### config.mk
export PLATFORM = sky130hd
export DESIGN_NAME = l2cache_way_state_array
export DESIGN_NICKNAME = d
export VERILOG_FILES = /design/src/rtl/l2cache_types_pkg.sv /design/src/rtl/l2cache_plru_tree.sv /design/src/rtl/l2cache_way_state_array.sv
export SDC_FILE = /design/constraint.sdc
export NUM_CORES = 1
export LEC_CHECK = 0
export CAP_MARGIN = 10
export CORE_ASPECT_RATIO = 1.25
export CORE_MARGIN = 4
export CORE_UTILIZATION = 52
export CTS_CLUSTER_DIAMETER = 120
export DETAILED_ROUTE_END_ITERATION = 16
export DONT_BUFFER_PORTS = 1
export PLACE_DENSITY = 0.8
export SYNTH_ARGS = -nofsm -noshare
export SYNTH_HDL_FRONTEND = slang
export SYNTH_SLANG_ARGS = --single-unit
### constraint.sdc
create_clock -name clk -period 3.2 [get_ports clk]
set_input_delay 0.64 -clock clk [delete_from_list [all_inputs] [get_ports clk]]
set_output_delay 0.64 -clock clk [all_outputs]
set_load 0.05 [all_outputs]
### src/rtl/l2cache_types_pkg.sv
// Shared types for the L2 way-state array: index/PLRU typedefs, flush FSM
// state encoding and the default geometry.
package l2cache_types_pkg;

    localparam int unsigned DEF_NUM_WAYS = 32'd4;
    localparam int unsigned DEF_NUM_SETS = 32'd32;
    localparam int unsigned DEF_WAY_W    = $clog2(DEF_NUM_WAYS);
    localparam int unsigned DEF_SET_W    = $clog2(DEF_NUM_SETS);

    typedef logic [DEF_WAY_W-1:0]    way_idx_t;
    typedef logic [DEF_SET_W-1:0]    set_idx_t;
    typedef logic [DEF_NUM_WAYS-2:0] plru_t;

    typedef enum logic [1:0] {
        IDLE  = 2'd0,
        FLUSH = 2'd1,
        DONE  = 2'd2
    } state_t;

endpackage

### src/rtl/l2cache_plru_tree.sv
// Combinational tree pseudo-LRU: picks the victim way (invalid ways first)
// and computes the PLRU bits after touching a given way.
module l2cache_plru_tree #(
    parameter  int unsigned NUM_WAYS = 32'd4,
    localparam int unsigned WAY_W    = $clog2(NUM_WAYS)
) (
    input  logic [NUM_WAYS-2:0] plru,
    input  logic [NUM_WAYS-1:0] valid,
    input  logic [WAY_W-1:0]    touch_way,
    output logic [WAY_W-1:0]    victim_way,
    output logic [NUM_WAYS-2:0] plru_next
);

    logic [WAY_W-1:0] free_way_s;
    logic [WAY_W-1:0] tree_way_s;
    logic             any_free_s;

    // Lowest-indexed invalid way; scanning downwards lets the lowest win.
    always_comb begin
        free_way_s = {WAY_W{1'b0}};
        for (int w = NUM_WAYS - 1; w >= 0; w--) begin
            free_way_s = valid[w] ? free_way_s : WAY_W'(w);
        end
    end

    assign any_free_s = ~(&valid);

    // Follow the PLRU pointers from the root; each node bit is also the next way bit.
    always_comb begin
        int   node_v;
        logic bit_v;
        node_v     = 0;
        bit_v      = 1'b0;
        tree_way_s = {WAY_W{1'b0}};
        for (int l = 0; l < int'(WAY_W); l++) begin
            bit_v      = plru[node_v];
            tree_way_s = (tree_way_s << 1) | WAY_W'(bit_v);
            node_v     = 2 * node_v + 1 + int'(bit_v);
        end
    end

    // Touch: every node on the path to touch_way points to the other half.
    always_comb begin
        int               node_v;
        logic             bit_v;
        logic [WAY_W-1:0] tw_v;
        node_v    = 0;
        bit_v     = 1'b0;
        tw_v      = touch_way;
        plru_next = plru;
        for (int l = 0; l < int'(WAY_W); l++) begin
            bit_v             = tw_v[WAY_W-1];
            plru_next[node_v] = ~bit_v;
            node_v            = 2 * node_v + 1 + int'(bit_v);
            tw_v              = tw_v << 1;
        end
    end

    assign victim_way = any_free_s ? free_way_s : tree_way_s;

endmodule

### src/rtl/l2cache_way_state_array.sv
// Per-set valid and tree-PLRU state for the L2 way arrays: victim selection,
// fill/hit/invalidate updates and a set-walking flush sequence.
module l2cache_way_state_array
    import l2cache_types_pkg::*;
#(
    parameter  int unsigned NUM_WAYS = DEF_NUM_WAYS,
    parameter  int unsigned NUM_SETS = DEF_NUM_SETS,
    localparam int unsigned SET_W    = $clog2(NUM_SETS),
    localparam int unsigned WAY_W    = $clog2(NUM_WAYS)
) (
    input  logic                clk,
    input  logic                rst_n,
    input  logic [SET_W-1:0]    set_idx,
    input  logic                load_valid,
    input  logic                hit,
    input  logic [WAY_W-1:0]    hit_way,
    input  logic                inv,
    input  logic [WAY_W-1:0]    inv_way,
    input  logic                flush_req,
    output logic [NUM_WAYS-1:0] valid_out,
    output logic [WAY_W-1:0]    victim_way,
    output logic [NUM_WAYS-1:0] valid_load,
    output logic                ready,
    output logic                flush_done
);

    logic [NUM_WAYS-1:0] valid_r [NUM_SETS];
    logic [NUM_WAYS-2:0] plru_r  [NUM_SETS];
    state_t              state_r;
    state_t              state_nxt_s;
    logic [SET_W-1:0]    cnt_r;

    logic [NUM_WAYS-1:0] valid_set_s;
    logic [NUM_WAYS-1:0] valid_upd_s;
    logic [NUM_WAYS-1:0] onehot_s;
    logic [NUM_WAYS-2:0] plru_set_s;
    logic [NUM_WAYS-2:0] plru_touch_s;
    logic [NUM_WAYS-2:0] plru_upd_s;
    logic [WAY_W-1:0]    victim_s;
    logic [WAY_W-1:0]    touch_way_s;
    logic                accept_s;
    logic                upd_s;
    logic                last_set_s;
    logic                ready_s;
    logic                flush_done_s;

    assign valid_set_s = valid_r[set_idx];
    assign plru_set_s  = plru_r[set_idx];
    assign touch_way_s = load_valid ? victim_s : hit_way;

    l2cache_plru_tree #(
        .NUM_WAYS (NUM_WAYS)
    ) u_plru_tree (
        .plru       (plru_set_s),
        .valid      (valid_set_s),
        .touch_way  (touch_way_s),
        .victim_way (victim_s),
        .plru_next  (plru_touch_s)
    );

    assign onehot_s   = {{(NUM_WAYS-1){1'b0}}, 1'b1} << victim_s;
    assign accept_s   = (state_r == IDLE) && !flush_req;
    assign last_set_s = (cnt_r == SET_W'(NUM_SETS - 1));

    // Request decode: fill beats invalidate beats hit; a flush request drops all three.
    always_comb begin
        valid_upd_s = valid_set_s;
        plru_upd_s  = plru_set_s;
        upd_s       = 1'b0;
        if (accept_s) begin
            if (load_valid) begin
                valid_upd_s = valid_set_s | onehot_s;
                plru_upd_s  = plru_touch_s;
                upd_s       = 1'b1;
            end else if (inv) begin
                valid_upd_s[inv_way] = 1'b0;
                upd_s                = 1'b1;
            end else if (hit) begin
                plru_upd_s = plru_touch_s;
                upd_s      = 1'b1;
            end else begin
                upd_s = 1'b0;
            end
        end else begin
            upd_s = 1'b0;
        end
    end

    // FSM state register.
    always_ff @(posedge clk or negedge rst_n) begin
        if (!rst_n) begin
            state_r <= IDLE;
        end else begin
            state_r <= state_nxt_s;
        end
    end

    // FSM next-state logic.
    always_comb begin
        state_nxt_s = state_r;
        case (state_r)
            IDLE:    state_nxt_s = flush_req  ? FLUSH : IDLE;
            FLUSH:   state_nxt_s = last_set_s ? DONE  : FLUSH;
            DONE:    state_nxt_s = IDLE;
            default: state_nxt_s = IDLE;
        endcase
    end

    // FSM outputs.
    always_comb begin
        ready_s      = 1'b0;
        flush_done_s = 1'b0;
        case (state_r)
            IDLE:    ready_s      = 1'b1;
            FLUSH:   ready_s      = 1'b0;
            DONE:    flush_done_s = 1'b1;
            default: ready_s      = 1'b0;
        endcase
    end

    // Flush set counter; holds at the last set instead of wrapping.
    always_ff @(posedge clk or negedge rst_n) begin
        if (!rst_n) begin
            cnt_r <= {SET_W{1'b0}};
        end else if ((state_r == IDLE) && flush_req) begin
            cnt_r <= {SET_W{1'b0}};
        end else if ((state_r == FLUSH) && !last_set_s) begin
            cnt_r <= cnt_r + SET_W'(1);
        end else begin
            cnt_r <= cnt_r;
        end
    end

    // State arrays: flush clears one set per cycle, otherwise the accepted request writes set_idx.
    always_ff @(posedge clk or negedge rst_n) begin
        if (!rst_n) begin
            for (int s = 0; s < int'(NUM_SETS); s++) begin
                valid_r[s] <= {NUM_WAYS{1'b0}};
                plru_r[s]  <= {(NUM_WAYS-1){1'b0}};
            end
        end else if (state_r == FLUSH) begin
            valid_r[cnt_r] <= {NUM_WAYS{1'b0}};
            plru_r[cnt_r]  <= {(NUM_WAYS-1){1'b0}};
        end else if (upd_s) begin
            valid_r[set_idx] <= valid_upd_s;
            plru_r[set_idx]  <= plru_upd_s;
        end
    end

    assign valid_out  = valid_set_s;
    assign victim_way = victim_s;
    assign valid_load = (load_valid && ready_s) ? onehot_s : {NUM_WAYS{1'b0}};
    assign ready      = ready_s;
    assign flush_done = flush_done_s;

endmodule

==> metrics.txt <==
status finished, violations left; failing checks negative hold slack, negative setup slack; final hold viol count 231; count leader, synth nand3_1; Setup CP Type reg2out; register bit total from synthesis 231; number of global-route vias before repair 9286; 1st-iter DRT viols 1224; CTS clk-pin slew, worst paths 0.06 ns; GPL Wtd Cong 0.960; Relative slew margins 46.8%; measured slew at the worst slew-check pin 0.797 ns; CP peak stage delay 0.38 ns; unique cell type count in the Yosys netlist 48; Yosys warning count 0; Post-synth EDFFs 0; FFs w/ async S/R, synth 100%; global-route wire length before repair 52.5 mm; final slew viol count 0; fraction of layout instances using a drive strength above 1 18.5%; full die area 24200 sq um; RSZ-0062 raised after global routing true; dpl ws -0.191 ns; # diodes 0; setup violation total in the final timing report 5; Synth top area share 51.0%; # IOs 27; top cells by count, synth nand3_1, dfrtp_1, o21ai_0, mux2i_1, nand2_1; CTS Sinks 231; mean area per synthesized cell 9.80 sq um; Post-Route WL 33.6 mm; via density per instance 6.50; P&R area growth vs syn 16.3%; Worst Path Arrival 2.70 ns; grt ovf 0; Finished Layout Cells 1470; maximum clock frequency 0.299 GHz; Core Region 21500 sq um; DR WL/cell 22.9 microns; cell total after placement 1419; CP Data Required Time 2.56 ns; Hold Crit Class in2async; htree depth 1; num rows 60; Power, Total 6.81 mW; Final HPWL DP 22.1 mm; max-cap viol count 0; Initial Util 52.8%; Peak VDD IR 0.430 mV; Clk Latency, worst-skew pair 0.52 ns; TritonCTS Buffers 23; I/O Buffers 0; CP cell instances mux2i_1 -> o22ai_2 -> nor4_4 -> nand2_2 -> mux2_4 -> o211ai_4 -> and3_4; slowest CP cell dfrtp_1; top_reg_cell synth dfrtp_1; Routed Antenna Nets 0; cell count after synthesis 1156; leakage 5.59 nW; global-route usage over all layers 27.1%; clk_skew 0.0158 ns; Die Wd 140 microns; Post-route DRC 0; final worst setup slack -0.140 ns; Syn Nets 1176; Final nets 1195; crit path max fanout 3; initial antenna violation count 0; Die Y 173 microns; crit end category output pin; crit share post-route 104%; register area share after synthesis 51.0%; root buffer selected by CTS clkbuf_16; CTS tree built; CP top delay family simple AND/OR/NAND/NOR gates; leading area contributor after synthesis dfrtp_1; CP startpoint kind flip-flop; Pre-antenna DRT Iters 6; Tmin final 3.34 ns; crit path buf inv count 0; largest net degree at the start of global routing 232; Pwr per Cell Area 517 nW/um^2; ranking of synthesized cells by area dfrtp_1, nand3_1, mux2i_1; worst hold slack -0.171 ns; Clock Path Buffers 3; vias 9548; Post-Syn Area 11300 sq um
==> sequential cells by signal (all words and copies together), names as in the netlist <==
name / count
cnt_r: 5
plru_r: 96
state_r: 2
valid_r: 128
==> report_power, final <==
group | leakage (nW) | internal, mW | total, mW | switching (mW)
Sequential | 3.21 | 2.98 | 3.11 | 0.135
Combinational | 1.99 | 0.264 | 0.878 | 0.613
Clock | 0.387 | 1.70 | 2.83 | 1.12
==> worst reg2reg max path: cells and delay by family (launching register included) <==
family	cells	cell delay, ns
AOI/OAI and AO/OA	3	0.40
DFF	1	0.38
muxes	2	0.63
buffers and inverters	4	0.65
and+or+nand+nor	3	0.71
==> metal layers <==
metal | up-vias | global-route usage, % | routed length, microns
met5 | - | 0 | 0
met4 | 0 | 14.3 | 1970
met3 | 114 | 4.51 | 3050
met2 | 491 | 43.3 | 15900
met1 | 4659 | 35.4 | 12700
li1 | 4284 | - | -
==> cell families (layout without fill, tap and decap cells) <==
| logic type | after synthesis | in the layout | share of synthesized area [%] |
|---|---|---|---|
| flip-flops | 231 | 231 | 51.0 |
| multiplexers | 116 | 116 | 10.3 |
| AO/OA/AOI/OAI | 306 | 306 | 16.1 |
| buffers and inverters | 105 | 140 | 4.23 |
| AND/OR/NAND/NOR | 393 | 393 | 17.8 |
| adder cells (fa/ha/maj) | 5 | 5 | 0.552 |
==> cell usage in the layout (no fill, tap or decap), types with 4 or more instances in the layout <==
cell,synthesis,final
nor3_1,4,4
clkbuf_8,0,6
o22ai_2,0,9
mux2i_1,114,99
o21ai_0,191,191
and2_1,5,5
nor4_1,12,4
nand4b_1,4,4
nand2_1,76,70
nand4bb_1,6,6
dfrtp_1,231,231
o22ai_1,56,46
buf_12,0,12
nand3_1,234,233
and3_1,7,5
o21ai_1,9,9
and3b_1,4,4
nand2_2,0,6
clkbuf_1,54,5
ha_1,5,5
o21ai_2,30,30
buf_6,4,5
nor3b_1,6,6
nor4_2,0,5
or4b_4,0,4
mux2i_2,0,13
buf_4,6,72
nor2b_1,4,4
inv_1,9,8
a22o_1,5,5
clkbuf_16,0,23
nor2_1,16,14
==> stage by stage <==
stage | setup TNS [ns] | instance area (sq um) | util [%]
after floorplan | -1.16 | 11400 | -
after global placement | -1.44 | 12000 | 56.1
after detailed placement | -3.78 | 12000 | 56.1
after CTS | -0.420 | 13000 | 60.5
after global routing | -0.730 | 13200 | 61.4
final | -0.490 | 13200 | 61.4
==> final timing paths <==
kind / from / to / slack [ns] / cells past startpoint
max in group asynchronous: rst_n / valid_r[22] / 3.01 / 0
worst max register to register: valid_r[39] / plru_r[41] / 0.30 / 12
worst min register to register: valid_r[98] / valid_r[98] / 0.50 / 2
worst min-delay path: rst_n / valid_r[46] / -0.17 / 0
worst max-delay path: plru_r[51] / valid_load[2] / -0.14 / 7
min in group clk: flush_req / state_r[0] / 0.29 / 2
==> final cells by class <==
type | instances | area [sq um]
Timing Repair Buffer | 89 | 837
Multi-Input combinational cell | 820 | 5370
Clock buffer | 34 | 677
Inverter | 10 | 46.3
Clock inverter | 7 | 116
Tap cell | 279 | 349
Fill cell | 1728 | 8300
Sequential cell | 231 | 5780
==> timing repair <==
| action | CTS | global route |
|---|---|---|
| endpoints found under the hold margin | 231 | 231 |
| buffers inserted | 6 | 5 |
| setup endpoints to repair | 5 | 6 |
| resized for setup | 21 | 29 |
| pin swaps | 8 | 13 |
(Power assumes the default switching activity.)
